## config.mk

```make
export PLATFORM = sky130hd
export DESIGN_NAME = spi_frame_loader
export DESIGN_NICKNAME = d
export VERILOG_FILES = /design/src/rtl/spi_frame_loader_pkg.sv /design/src/rtl/spi_frame_loader_byte_rx.sv /design/src/rtl/spi_frame_loader.sv
export SDC_FILE = /design/constraint.sdc
export NUM_CORES = 1
export LEC_CHECK = 0
export ABC_AREA = 1
export CORE_MARGIN = 5
export CORE_UTILIZATION = 40
export DETAILED_ROUTE_END_ITERATION = 7
export MAX_ROUTING_LAYER = met4
export PLACE_DENSITY = 0.69
export SLEW_MARGIN = 0
export SYNTH_ARGS = -nofsm -noshare
export SYNTH_HDL_FRONTEND = slang
export SYNTH_SLANG_ARGS = --single-unit
```

## constraint.sdc

```tcl
create_clock -name i_clk -period 7.6 [get_ports i_clk]
set_input_delay 2.28 -clock i_clk [delete_from_list [all_inputs] [get_ports i_clk]]
set_output_delay 2.28 -clock i_clk [all_outputs]
set_load 0.01 [all_outputs]
```

## src/rtl/spi_frame_loader_pkg.sv

```systemverilog
// Shared definitions for the SPI pixel frame loader: command bytes, FSM states
// and pixel geometry. Optional bank swapping is enabled with SPI_FRAME_LOADER_BANK_EN.
package spi_frame_loader_pkg;

  localparam logic [7:0] CMD_FRAME = 8'h01;
  localparam logic [7:0] CMD_ADDR  = 8'h02;
  localparam logic [7:0] CMD_SWAP  = 8'h03;

  localparam int PIXEL_BYTES = 2;

  typedef enum logic [2:0] {
    ST_IDLE,
    ST_CMD,
    ST_ADDR_HI,
    ST_ADDR_LO,
    ST_PIX_HI,
    ST_PIX_LO,
    ST_DISCARD
  } state_t;

endpackage

```

## src/rtl/spi_frame_loader_byte_rx.sv

```systemverilog
// SPI mode-0 byte receiver, oversampled in the system clock domain: input
// synchronizers, SCK rising-edge detect and MSB-first byte assembly.
module spi_byte_rx
  import spi_frame_loader_pkg::*;
#(
  parameter int SYNC_STAGES = 2
) (
  input  logic       i_clk,
  input  logic       i_reset,
  input  logic       i_spi_sck,
  input  logic       i_spi_cs_n,
  input  logic       i_spi_mosi,
  output logic [7:0] o_byte,
  output logic       o_byte_valid,
  output logic       o_cs_active
);

  logic [SYNC_STAGES-1:0] r_sck_sync;
  logic [SYNC_STAGES-1:0] r_cs_sync;
  logic [SYNC_STAGES-1:0] r_mosi_sync;
  logic                   r_sck_prev;
  logic [2:0]             r_bit_cnt;
  logic [6:0]             r_shift;

  logic w_sck;
  logic w_cs_n;
  logic w_mosi;
  logic w_rise;

  assign w_sck  = r_sck_sync[SYNC_STAGES-1];
  assign w_cs_n = r_cs_sync[SYNC_STAGES-1];
  assign w_mosi = r_mosi_sync[SYNC_STAGES-1];
  assign w_rise = w_sck & ~r_sck_prev;

  // Synchronizers come out of reset at the bus idle levels so no false edge is seen.
  always_ff @(posedge i_clk or posedge i_reset) begin
    if (i_reset) begin
      r_sck_sync  <= '0;
      r_cs_sync   <= '1;
      r_mosi_sync <= '0;
      r_sck_prev  <= 1'b0;
    end else begin
      r_sck_sync  <= {r_sck_sync[SYNC_STAGES-2:0], i_spi_sck};
      r_cs_sync   <= {r_cs_sync[SYNC_STAGES-2:0], i_spi_cs_n};
      r_mosi_sync <= {r_mosi_sync[SYNC_STAGES-2:0], i_spi_mosi};
      r_sck_prev  <= w_sck;
    end
  end

  always_ff @(posedge i_clk or posedge i_reset) begin
    if (i_reset) begin
      r_bit_cnt <= 3'd0;
      r_shift   <= 7'd0;
    end else if (w_cs_n) begin
      r_bit_cnt <= 3'd0;
    end else if (w_rise) begin
      r_bit_cnt <= r_bit_cnt + 3'd1;
      r_shift   <= {r_shift[5:0], w_mosi};
    end
  end

  // The eighth bit is taken straight from the synchronizer, so the byte is
  // presented in the same cycle as the completing edge.
  assign o_byte       = {r_shift, w_mosi};
  assign o_byte_valid = w_rise & ~w_cs_n & (r_bit_cnt == 3'd7);
  assign o_cs_active  = ~w_cs_n;

endmodule

```

## src/rtl/spi_frame_loader.sv

```systemverilog
// SPI command decoder that assembles 16-bit pixels and writes them into the
// pixel RAM. Define SPI_FRAME_LOADER_BANK_EN for double-buffered bank swapping.
module spi_frame_loader
  import spi_frame_loader_pkg::*;
#(
  parameter int ADDR_W      = 12,
  parameter int DATA_W      = 16,
  parameter int SYNC_STAGES = 2
) (
  input  logic              i_clk,
  input  logic              i_reset,
  input  logic              i_spi_sck,
  input  logic              i_spi_cs_n,
  input  logic              i_spi_mosi,
`ifdef SPI_FRAME_LOADER_BANK_EN
  output logic [ADDR_W:0]   o_w_addr,
`else
  output logic [ADDR_W-1:0] o_w_addr,
`endif
  output logic [DATA_W-1:0] o_w_data,
  output logic              o_w_enable,
  output logic              o_busy,
  output logic              o_frame_done
`ifdef SPI_FRAME_LOADER_BANK_EN
  ,
  output logic              o_bank
`endif
);

  logic [7:0] w_byte;
  logic       w_byte_valid;
  logic       w_cs_active;

  spi_byte_rx #(
    .SYNC_STAGES (SYNC_STAGES)
  ) u_byte_rx (
    .i_clk        (i_clk),
    .i_reset      (i_reset),
    .i_spi_sck    (i_spi_sck),
    .i_spi_cs_n   (i_spi_cs_n),
    .i_spi_mosi   (i_spi_mosi),
    .o_byte       (w_byte),
    .o_byte_valid (w_byte_valid),
    .o_cs_active  (w_cs_active)
  );

  state_t                       r_state;
  state_t                       w_next_state;
  logic [ADDR_W-1:0]            r_ptr;
  logic [ADDR_W-9:0]            r_addr_hi;
  logic [7:0]                   r_pix_hi;
  logic [ADDR_W-1:0]            r_w_addr;
  logic [DATA_W-1:0]            r_w_data;
  logic                         r_w_enable;
  logic                         r_frame_done;
  logic [PIXEL_BYTES*8-1:0]     w_pixel;

  logic w_ptr_zero;
  logic w_ptr_load;
  logic w_cap_addr;
  logic w_cap_pix;
  logic w_write;
`ifdef SPI_FRAME_LOADER_BANK_EN
  logic w_swap;
  logic r_bank;
  logic r_w_addr_msb;
`endif

  assign w_pixel = {r_pix_hi, w_byte};

  always_ff @(posedge i_clk or posedge i_reset) begin
    if (i_reset) r_state <= ST_IDLE;
    else         r_state <= w_next_state;
  end

  // A deasserted chip select overrides everything, including a byte that
  // completes in the same cycle, so half pixels never reach the RAM.
  always_comb begin
    w_next_state = r_state;
    w_ptr_zero   = 1'b0;
    w_ptr_load   = 1'b0;
    w_cap_addr   = 1'b0;
    w_cap_pix    = 1'b0;
    w_write      = 1'b0;
`ifdef SPI_FRAME_LOADER_BANK_EN
    w_swap       = 1'b0;
`endif
    if (!w_cs_active) begin
      w_next_state = ST_IDLE;
    end else begin
      case (r_state)
        ST_IDLE: w_next_state = ST_CMD;
        ST_CMD: begin
          if (w_byte_valid) begin
            if (w_byte == CMD_FRAME) begin
              w_ptr_zero   = 1'b1;
              w_next_state = ST_PIX_HI;
            end else if (w_byte == CMD_ADDR) begin
              w_next_state = ST_ADDR_HI;
`ifdef SPI_FRAME_LOADER_BANK_EN
            end else if (w_byte == CMD_SWAP) begin
              w_swap       = 1'b1;
              w_next_state = ST_DISCARD;
`endif
            end else begin
              w_next_state = ST_DISCARD;
            end
          end
        end
        ST_ADDR_HI: begin
          if (w_byte_valid) begin
            w_cap_addr   = 1'b1;
            w_next_state = ST_ADDR_LO;
          end
        end
        ST_ADDR_LO: begin
          if (w_byte_valid) begin
            w_ptr_load   = 1'b1;
            w_next_state = ST_PIX_HI;
          end
        end
        ST_PIX_HI: begin
          if (w_byte_valid) begin
            w_cap_pix    = 1'b1;
            w_next_state = ST_PIX_LO;
          end
        end
        ST_PIX_LO: begin
          if (w_byte_valid) begin
            w_write      = 1'b1;
            w_next_state = ST_PIX_HI;
          end
        end
        ST_DISCARD: w_next_state = ST_DISCARD;
        default:    w_next_state = ST_IDLE;
      endcase
    end
  end

  // Only the low ADDR_W bits of the big-endian address are kept, so just the
  // needed bits of the high byte are stored.
  always_ff @(posedge i_clk or posedge i_reset) begin
    if (i_reset) begin
      r_ptr        <= '0;
      r_addr_hi    <= '0;
      r_pix_hi     <= 8'd0;
      r_w_addr     <= '0;
      r_w_data     <= '0;
      r_w_enable   <= 1'b0;
      r_frame_done <= 1'b0;
    end else begin
      r_w_enable   <= w_write;
      r_frame_done <= w_write && (r_ptr == '1);
      if (w_ptr_zero)      r_ptr <= '0;
      else if (w_ptr_load) r_ptr <= {r_addr_hi, w_byte};
      else if (w_write)    r_ptr <= r_ptr + ADDR_W'(1);
      if (w_cap_addr) r_addr_hi <= w_byte[ADDR_W-9:0];
      if (w_cap_pix)  r_pix_hi  <= w_byte;
      if (w_write) begin
        r_w_addr <= r_ptr;
        r_w_data <= w_pixel[DATA_W-1:0];
      end
    end
  end

`ifdef SPI_FRAME_LOADER_BANK_EN
  // Writes target the hidden bank; the MSB is captured with each write so
  // the address bus stays stable (and zero out of reset) between writes.
  always_ff @(posedge i_clk or posedge i_reset) begin
    if (i_reset) begin
      r_bank       <= 1'b0;
      r_w_addr_msb <= 1'b0;
    end else begin
      if (w_swap)  r_bank       <= ~r_bank;
      if (w_write) r_w_addr_msb <= ~r_bank;
    end
  end

  assign o_w_addr = {r_w_addr_msb, r_w_addr};
  assign o_bank   = r_bank;
`else
  assign o_w_addr = r_w_addr;
`endif

  assign o_w_data     = r_w_data;
  assign o_w_enable   = r_w_enable;
  assign o_frame_done = r_frame_done;
  assign o_busy       = (r_state != ST_IDLE);

endmodule

```

After elaboration in Yosys (flattened, before gate mapping):

Index checks and enable logic that the tools add are counted.

* bits in registers: 74
* bits of input ports: 5
* output and inout bits: 31
* logic and storage cells: 69

* add/subtract/negate cells: 2
* equal/unequal tests: 14
* multiplexer cells: 26
* bitwise operators: 5
* reduce and logical (&&, ||, !) cells: 8

Operator list (number)
* 12-bit 2-to-1 mux: 3
* 3-bit 2-to-1 mux: 9
* 3-bit case mux with 6 select lines: 1
* 1-bit 2-to-1 mux: 13
* 12-bit by 1-bit adder with 12-bit output, second input constant: 1
* 12-bit == test, second input constant: 1
* 3-bit == test, second input constant: 4
* 3-bit by 1-bit != test with 1-bit output, second input constant: 4
* 8-bit by 1-bit == test with 1-bit output, second input constant: 1
* 8-bit by 2-bit == test with 1-bit output, second input constant: 1
* 3-bit by 2-bit == test with 1-bit output, second input constant: 2
* 3-bit nonzero test: 2
* 4-bit AND reduction: 1
* 3-bit by 1-bit adder with 3-bit output, second input constant: 1
* 1-bit bitwise AND: 3
* 3-bit by 1-bit == test with 1-bit output, second input constant: 1
* 3-bit zero test: 1
* 1-bit NOT: 2
* 2-bit AND reduction: 1
* 2-bit nonzero test: 1
* 2-bit OR reduction: 1
* 1-bit logical AND: 1

Depth between registers and ports, before layout:

Gate-level depths: netlist of run 1.

* depth after elaboration: 10
* gate-level depth with buffers: 10
* depth with buffers taken out: 8

Modules after synthesis:

From an unflattened synthesis of run 1, not the netlist that was laid out.

* cells, all modules: 398
* area total of the unflattened synthesis: 3362.0 um^2

By module, submodules not included
* spi_frame_loader: times used 1, cells each 336, area an instance 2697.6 um^2, seq. area each 1426.4 um^2
* spi_byte_rx: times used 1, cells each 62, area an instance 664.4 um^2, seq. area each 427.9 um^2

Worst setup path before layout of run 1:

OpenSTA, ideal clock, no wires.

* path type: reg2out
* from: register r_state[1]
* to: output o_busy
* arrival time: 0.693 ns
* required time: 5.320 ns
* slack: 4.627 ns
* stages on the path, launching flop included: 3
* path buffers: 0
* cells stage by stage: dfrtp_1 > nor2_1 > nand2_1

* longest elaborated chain between the ends: 1

Ends and longest elaborated chain
* start, declared: line spi_frame_loader.sv:47 `state_t r_state;`
* start signal, assigned: line spi_frame_loader.sv:73 `else r_state <= w_next_state;`
* 3-bit nonzero test: line spi_frame_loader.sv:188 `assign o_busy = (r_state != ST_IDLE);`
* end, declared: line spi_frame_loader.sv:22 `output logic o_busy,`

No other way between the ends.

Final worst setup path of run 1:

* from: register r_state[2]
* to: output o_busy

The elaborated chain is that of the path after synthesis.

==> results.md, run 1 <==
* Outcome: finished clean
* WP data required at 5320 ps
* Final Hold Viols at 0
* Crit-path cells: inv_2, nand2_1, clkdlybuf4s50_1
* Crit. End Element: output pin
* Highest clock rate at 255 MHz
* Worst-path fanout max at 6
* Clock Tree Buf Depth at 2
* RSZ-0062 raised after global routing: no
* Height of the die at 101 µm
* Max-cap violations at 0
* Most common cell after layout, fill and taps aside: nand2_1
* PortBufs at 35
* Slew headroom at 0.389
* Detailed placement HPWL at 4610 µm
* Hold Crit Class: register to register
* Synth unique cells at 25
* Fillers at 789
* Logic pwr share at 0.122
* CTS Buf Count at 9
* CTS root buf: clkbuf_8
* Critical path startpoint category: register
* Antenna-violating nets left at 0
* First-pass GRT wire length at 11700 µm
* Sequential cell area fraction in the yosys report at 0.563
* Total power at 0.881 mW
* Net Sw Power at 0.241 mW
* Pins over their slew limit at 0
* Bufs and invs on worst path at 2
* DR iter-0 viols at 142
* IO Pins at 36
* Sequential share of power at 0.489
* Critical path's top delay family: buffers and inverters
* TritonCTS clock tree: yes
* Switching share of power at 0.273
* Initial antenna violation count at 0
* Core footprint at 8130 µm²
* Worst Path Arrival at 1630 ps
* Ant. Diodes at 0
* Final setup violation count at 0
* Clock Sink Count at 74
* Delay of the slowest critical-path stage at 550 ps
* Syn nets at 392
* Gpl congestion at 0.837
* Leak Pwr at 1.90 nW
* DR vias at 2643
* Worst path slowest cell: clkdlybuf4s50_1
* Largest net degree at the start of global routing at 75
* GRT Total Usage at 0.150
* Most frequent cells in the layout: nand2_1, dfrtp_1, nand3_1
* Layout Nets at 427
* Fin crit share at 0.515
* Initial Util at 0.405
* Synth warnings at 0
* Grt ovf at 0
* Power per cell area at 224 nW/µm²
* Yosys reg bits at 74
* Die ar. at 10200 µm²
* Num rows at 33
* Die extent in x at 101 µm
* CTS Hold Bufs at 0
* Critical setup path kind: register to output pin
* CTS clk-pin slew, worst paths at 70 ps
* Via density at 5.00
* Int Pwr at 0.640 mW
* First-pass iteration count of the detailed router at 5
* Synth Cell Area at 3290 µm²
* Share of post-route cells with drive strength above 1 at 0.0731
* Cells after synthesis at 384
* Layout area overhead at 19.6%
* Worst Tran Pin Value at 916 ps
* Resized Gates After CTS at 0
* Clock Power Share at 0.389
* Routed wire length at 6860 µm
* Peak supply drop at 0.0996 mV
* Tmin final at 3910 ps
* Vias in the first global route at 2483
* CTS H-tree depth at 3
* Post-CTS Setup Inserts at 0
* Routed wire per std cell at 13.0 µm
* Layout Skew at 8.46 ps
* Worst-skew pair later-pin latency at 350 ps
* Mean Syn Cell Area at 8.58 µm²
* Setup TNS at 0 ps
* DRC viols at 0
[stage by stage]
step / hold slack (ps) / std cells / setup WS (ps) / cell area, µm² / util
after CTS: 355 / 529 / 3680 / 3940 / 0.484
after global routing: 365 / 529 / 3620 / 3940 / 0.484
after global placement: 335 / 513 / 4060 / 3710 / 0.456
after detailed placement: 338 / 513 / 4050 / 3710 / 0.456
final: 352 / 529 / 3690 / 3940 / 0.484
after floorplan: 331 / 384 / 3440 / 3290 / -
[final timing paths]
kind                                            endpoint                      from  slack, ps  depth (start not counted)
worst max-delay path                              o_busy                r_state[2]       3690                          3
worst min-delay path            u_byte_rx.r_mosi_sync[1]  u_byte_rx.r_mosi_sync[0]        350                          0
worst max register to register                  r_ptr[1]      u_byte_rx.r_sck_prev       5590                          7
worst min register to register  u_byte_rx.r_mosi_sync[1]  u_byte_rx.r_mosi_sync[0]        350                          0
max in group asynchronous                     r_state[1]                   i_reset       4480                          3
min in group asynchronous        u_byte_rx.r_sck_sync[1]                   i_reset       2500                          3
[sequential cells by signal, indices dropped and copies added (netlist names), 2 cells and up]
| signal | count |
|---|---|
| u_byte_rx.r_mosi_sync | 2 |
| u_byte_rx.r_cs_sync | 2 |
| o_w_addr | 12 |
| o_w_data | 16 |
| r_pix_hi | 8 |
| r_addr_hi | 4 |
| u_byte_rx.r_sck_sync | 2 |
| u_byte_rx.r_bit_cnt | 3 |
| r_ptr | 12 |
| u_byte_rx.r_shift | 7 |
| r_state | 3 |
[final cells by class]
class / instances / area (µm²) / area share
timing repair buffer: 37 / 365 / 0.0928
multi-input combinational: 266 / 1240 / 0.316
clock inverter: 6 / 90.1 / 0.0229
tap: 105 / 131 / 0.0334
sequential: 74 / 1850 / 0.471
clock buffer: 10 / 138 / 0.0349
inverter: 31 / 116 / 0.0295
[logic make-up (layout without fill, tap and decap cells)]
| kind of cell | Yosys count | count (layout) | share of synthesized area |
|---|---|---|---|
| AO/OA/AOI/OAI | 50 | 50 | 0.0836 |
| AND/OR/NAND/NOR | 212 | 212 | 0.280 |
| XOR/XNOR | 1 | 1 | 0.00266 |
| adder cells (fa/ha/maj) | 3 | 3 | 0.0114 |
| flip-flops | 74 | 74 | 0.563 |
| buffers and inverters | 44 | 84 | 0.0596 |
[worst register-to-register path, stage by stage (launching register included)]
cell and delay [ps]:
dfrtp_1 360, inv_1 100, nand2_1 80, nor2_1 210
nand3_1 630, nand2_4 360, o211ai_1 120, nand2_1 90
[cells in the mapped netlist (all sizes together)]
library cell | instances | area (µm²)
nand3 | 44 | 238
ha | 3 | 37.5
dfstp | 2 | 52.6
dfrtp | 72 | 1800
xnor2 | 1 | 8.76
o2111ai | 1 | 8.76
nand4 | 9 | 56.3
o21ai | 43 | 219
o21bai | 2 | 15.0
o211ai | 2 | 15.0
inv | 31 | 116
buf | 10 | 68.8
a22o | 2 | 17.5
nor2 | 27 | 125
nand2 | 132 | 503
clkbuf | 3 | 11.3
[metal layers]
layer  routed length, µm  share of wire  track usage
met1                3160           0.46        0.195
met2                3210           0.47        0.225
met3                 344          0.050       0.0298
met4                 133          0.019       0.0705
met5                   0              0            -
[power by group through the flow]
stage	clock network, mW	registers (mW)	logic [mW]
global route	0.368	0.434	0.121
global placement	0	0.436	0.104
CTS	0.352	0.431	0.108
finish	0.343	0.431	0.107
detailed placement	0	0.438	0.107
floorplan	0	0.434	0.0745
Power figures use the tool's default switching activity.
==> run 2, diff against run 1 <==
--- a/config.mk
+++ b/config.mk
@@ -10,7 +10,7 @@
 export CORE_UTILIZATION = 40
 export DETAILED_ROUTE_END_ITERATION = 7
 export MAX_ROUTING_LAYER = met4
-export PLACE_DENSITY = 0.69
+export PLACE_DENSITY = 0.71
 export SLEW_MARGIN = 0
 export SYNTH_ARGS = -nofsm -noshare
 export SYNTH_HDL_FRONTEND = slang
==> constraint.sdc (replaced) <==
create_clock -name i_clk -period 3.6 [get_ports i_clk]
set_input_delay 1.08 -clock i_clk [delete_from_list [all_inputs] [get_ports i_clk]]
set_output_delay 1.08 -clock i_clk [all_outputs]
set_load 0.01 [all_outputs]
==> results.md, run 2 (synthesis gave the netlist of run 1 again) <==
* Layout area overhead at 18.7%
* WP data required at 2520 ps
* Most common cell after layout, fill and taps aside: nand2_1
* GRT Total Usage at 0.145
* Final WS setup at 891 ps
* Num rows at 33
* Share of post-route cells with drive strength above 1 at 0.0729
* Slew headroom at 0.439
* Worst-skew pair later-pin latency at 350 ps
* CTS clk-pin slew, worst paths at 70 ps
* Outcome: finished clean
* Detailed placement HPWL at 4700 µm
* Largest net degree at the start of global routing at 75
* Ant. Diodes at 0
* Clock Tree Buf Depth at 2
* Most frequent cells in the layout: nand2_1, dfrtp_1, nand3_1
* DR iter-0 viols at 163
* CTS Hold Bufs at 0
* Critical setup path kind: register to output pin
* Die ar. at 10200 µm²
* Routed wire length at 6790 µm
* Layout Nets at 428
* Antenna-violating nets left at 0
* Worst flop-to-flop path startpoint: u_byte_rx.r_bit_cnt[0]
* Highest clock rate at 369 MHz
* Via density at 4.99
* CTS Buf Count at 9
* Placed Cells at 514
* Hold Crit Class: register to register
* DRC viols at 0
* Hold wc startpoint: u_byte_rx.r_sck_sync[0]
* Setup TNS at 0 ps
* Final core utilization at 0.481
* Final setup violation count at 0
* Gpl congestion at 0.818
* Final Hold Viols at 0
* Layout Skew at 7.31 ps
* Critical path startpoint category: register
* IO Pins at 36
* CTS H-tree depth at 3
* Height of the die at 101 µm
* Tmin final at 2710 ps
* Peak supply drop at 0.155 mV
* TritonCTS clock tree: yes
* Crit. End Element: output pin
* Initial antenna violation count at 0
* Vias in the first global route at 2478
* First-pass iteration count of the detailed router at 5
* Final cell count without fillers at 530
* Leak Pwr at 1.87 nW
* Routed wire per std cell at 12.8 µm
* Power per cell area at 441 nW/µm²
* Worst-path fanout max at 6
* Grt ovf at 0
* Initial Util at 0.405
* Largest register FFs at 16
* CTS root buf: clkbuf_8
* Resized Gates After CTS at 0
* Max-cap violations at 0
* RSZ-0062 raised after global routing: no
* First-pass GRT wire length at 11600 µm
* Clock Sink Count at 74
* Placed Area at 3730 µm²
* Setup WS pre-CTS at 1260 ps
* Fin crit share at 0.753
* Die extent in x at 101 µm
* Core footprint at 8130 µm²
* PortBufs at 35
* Design Area, Final at 3910 µm²
* CP Launch Point: r_state[2]
* DR vias at 2647
* Worst Path Arrival at 1630 ps
* Worst Tran Pin Value at 839 ps
* Post-CTS Setup Inserts at 0
* Pins over their slew limit at 0
[run 2: layout make-up]
class | count | area, µm²
Clock buffer | 11 | 141
Tap cell | 105 | 131
Clock inverter | 5 | 38.8
Sequential cell | 74 | 1850
Timing Repair Buffer | 38 | 385
Fill cell | 778 | 4220
Multi-Input combinational cell | 266 | 1240
Inverter | 31 | 116
[run 2: power by group]
part           leakage [nW]  internal, mW  total (mW)  switching [mW]
clock                0.0782         0.271       0.589           0.318
sequential             1.01         0.869       0.910          0.0407
combinational         0.785        0.0744       0.226           0.151
total                  1.87          1.21        1.72           0.510
[run 2: layer usage]
metal | vias to the layer above | share of wire | track usage
met2 | 64 | 0.46 | 0.221
met4 | 0 | 0.016 | 0.0528
met1 | 1248 | 0.47 | 0.200
met5 | - | 0 | -
li1 | 1322 | - | -
met3 | 13 | 0.052 | 0.0208
[run 2: final timing paths]
kind / to / slack [ps] / depth (start not counted)
min in group asynchronous: u_byte_rx.r_shift[5] / 1130 / 3
max in group asynchronous: u_byte_rx.r_cs_sync[1] / 2150 / 3
worst min-delay path: u_byte_rx.r_sck_sync[1] / 350 / 0
worst max-delay path: o_busy / 890 / 3
worst min register to register: u_byte_rx.r_sck_sync[1] / 350 / 0
worst max register to register: r_ptr[2] / 1340 / 9
[run 2: worst max-delay path: stages, from the launching register on]
cell	delay [ps]
dfrtp_1	500
inv_2	100
nand2_1	130
clkdlybuf4s50_1	550
[run 2: per-stage QoR]
| step | power, mW | hold slack, ps |
|---|---|---|
| 6_report | 1.72 | 353 |
| 5_1_grt | 1.81 | 360 |
| 4_1_cts | 1.74 | 357 |
| 3_5_place_dp | 1.15 | 339 |
| 3_3_place_gp | 1.14 | 336 |
| 2_1_floorplan | 1.07 | 331 |
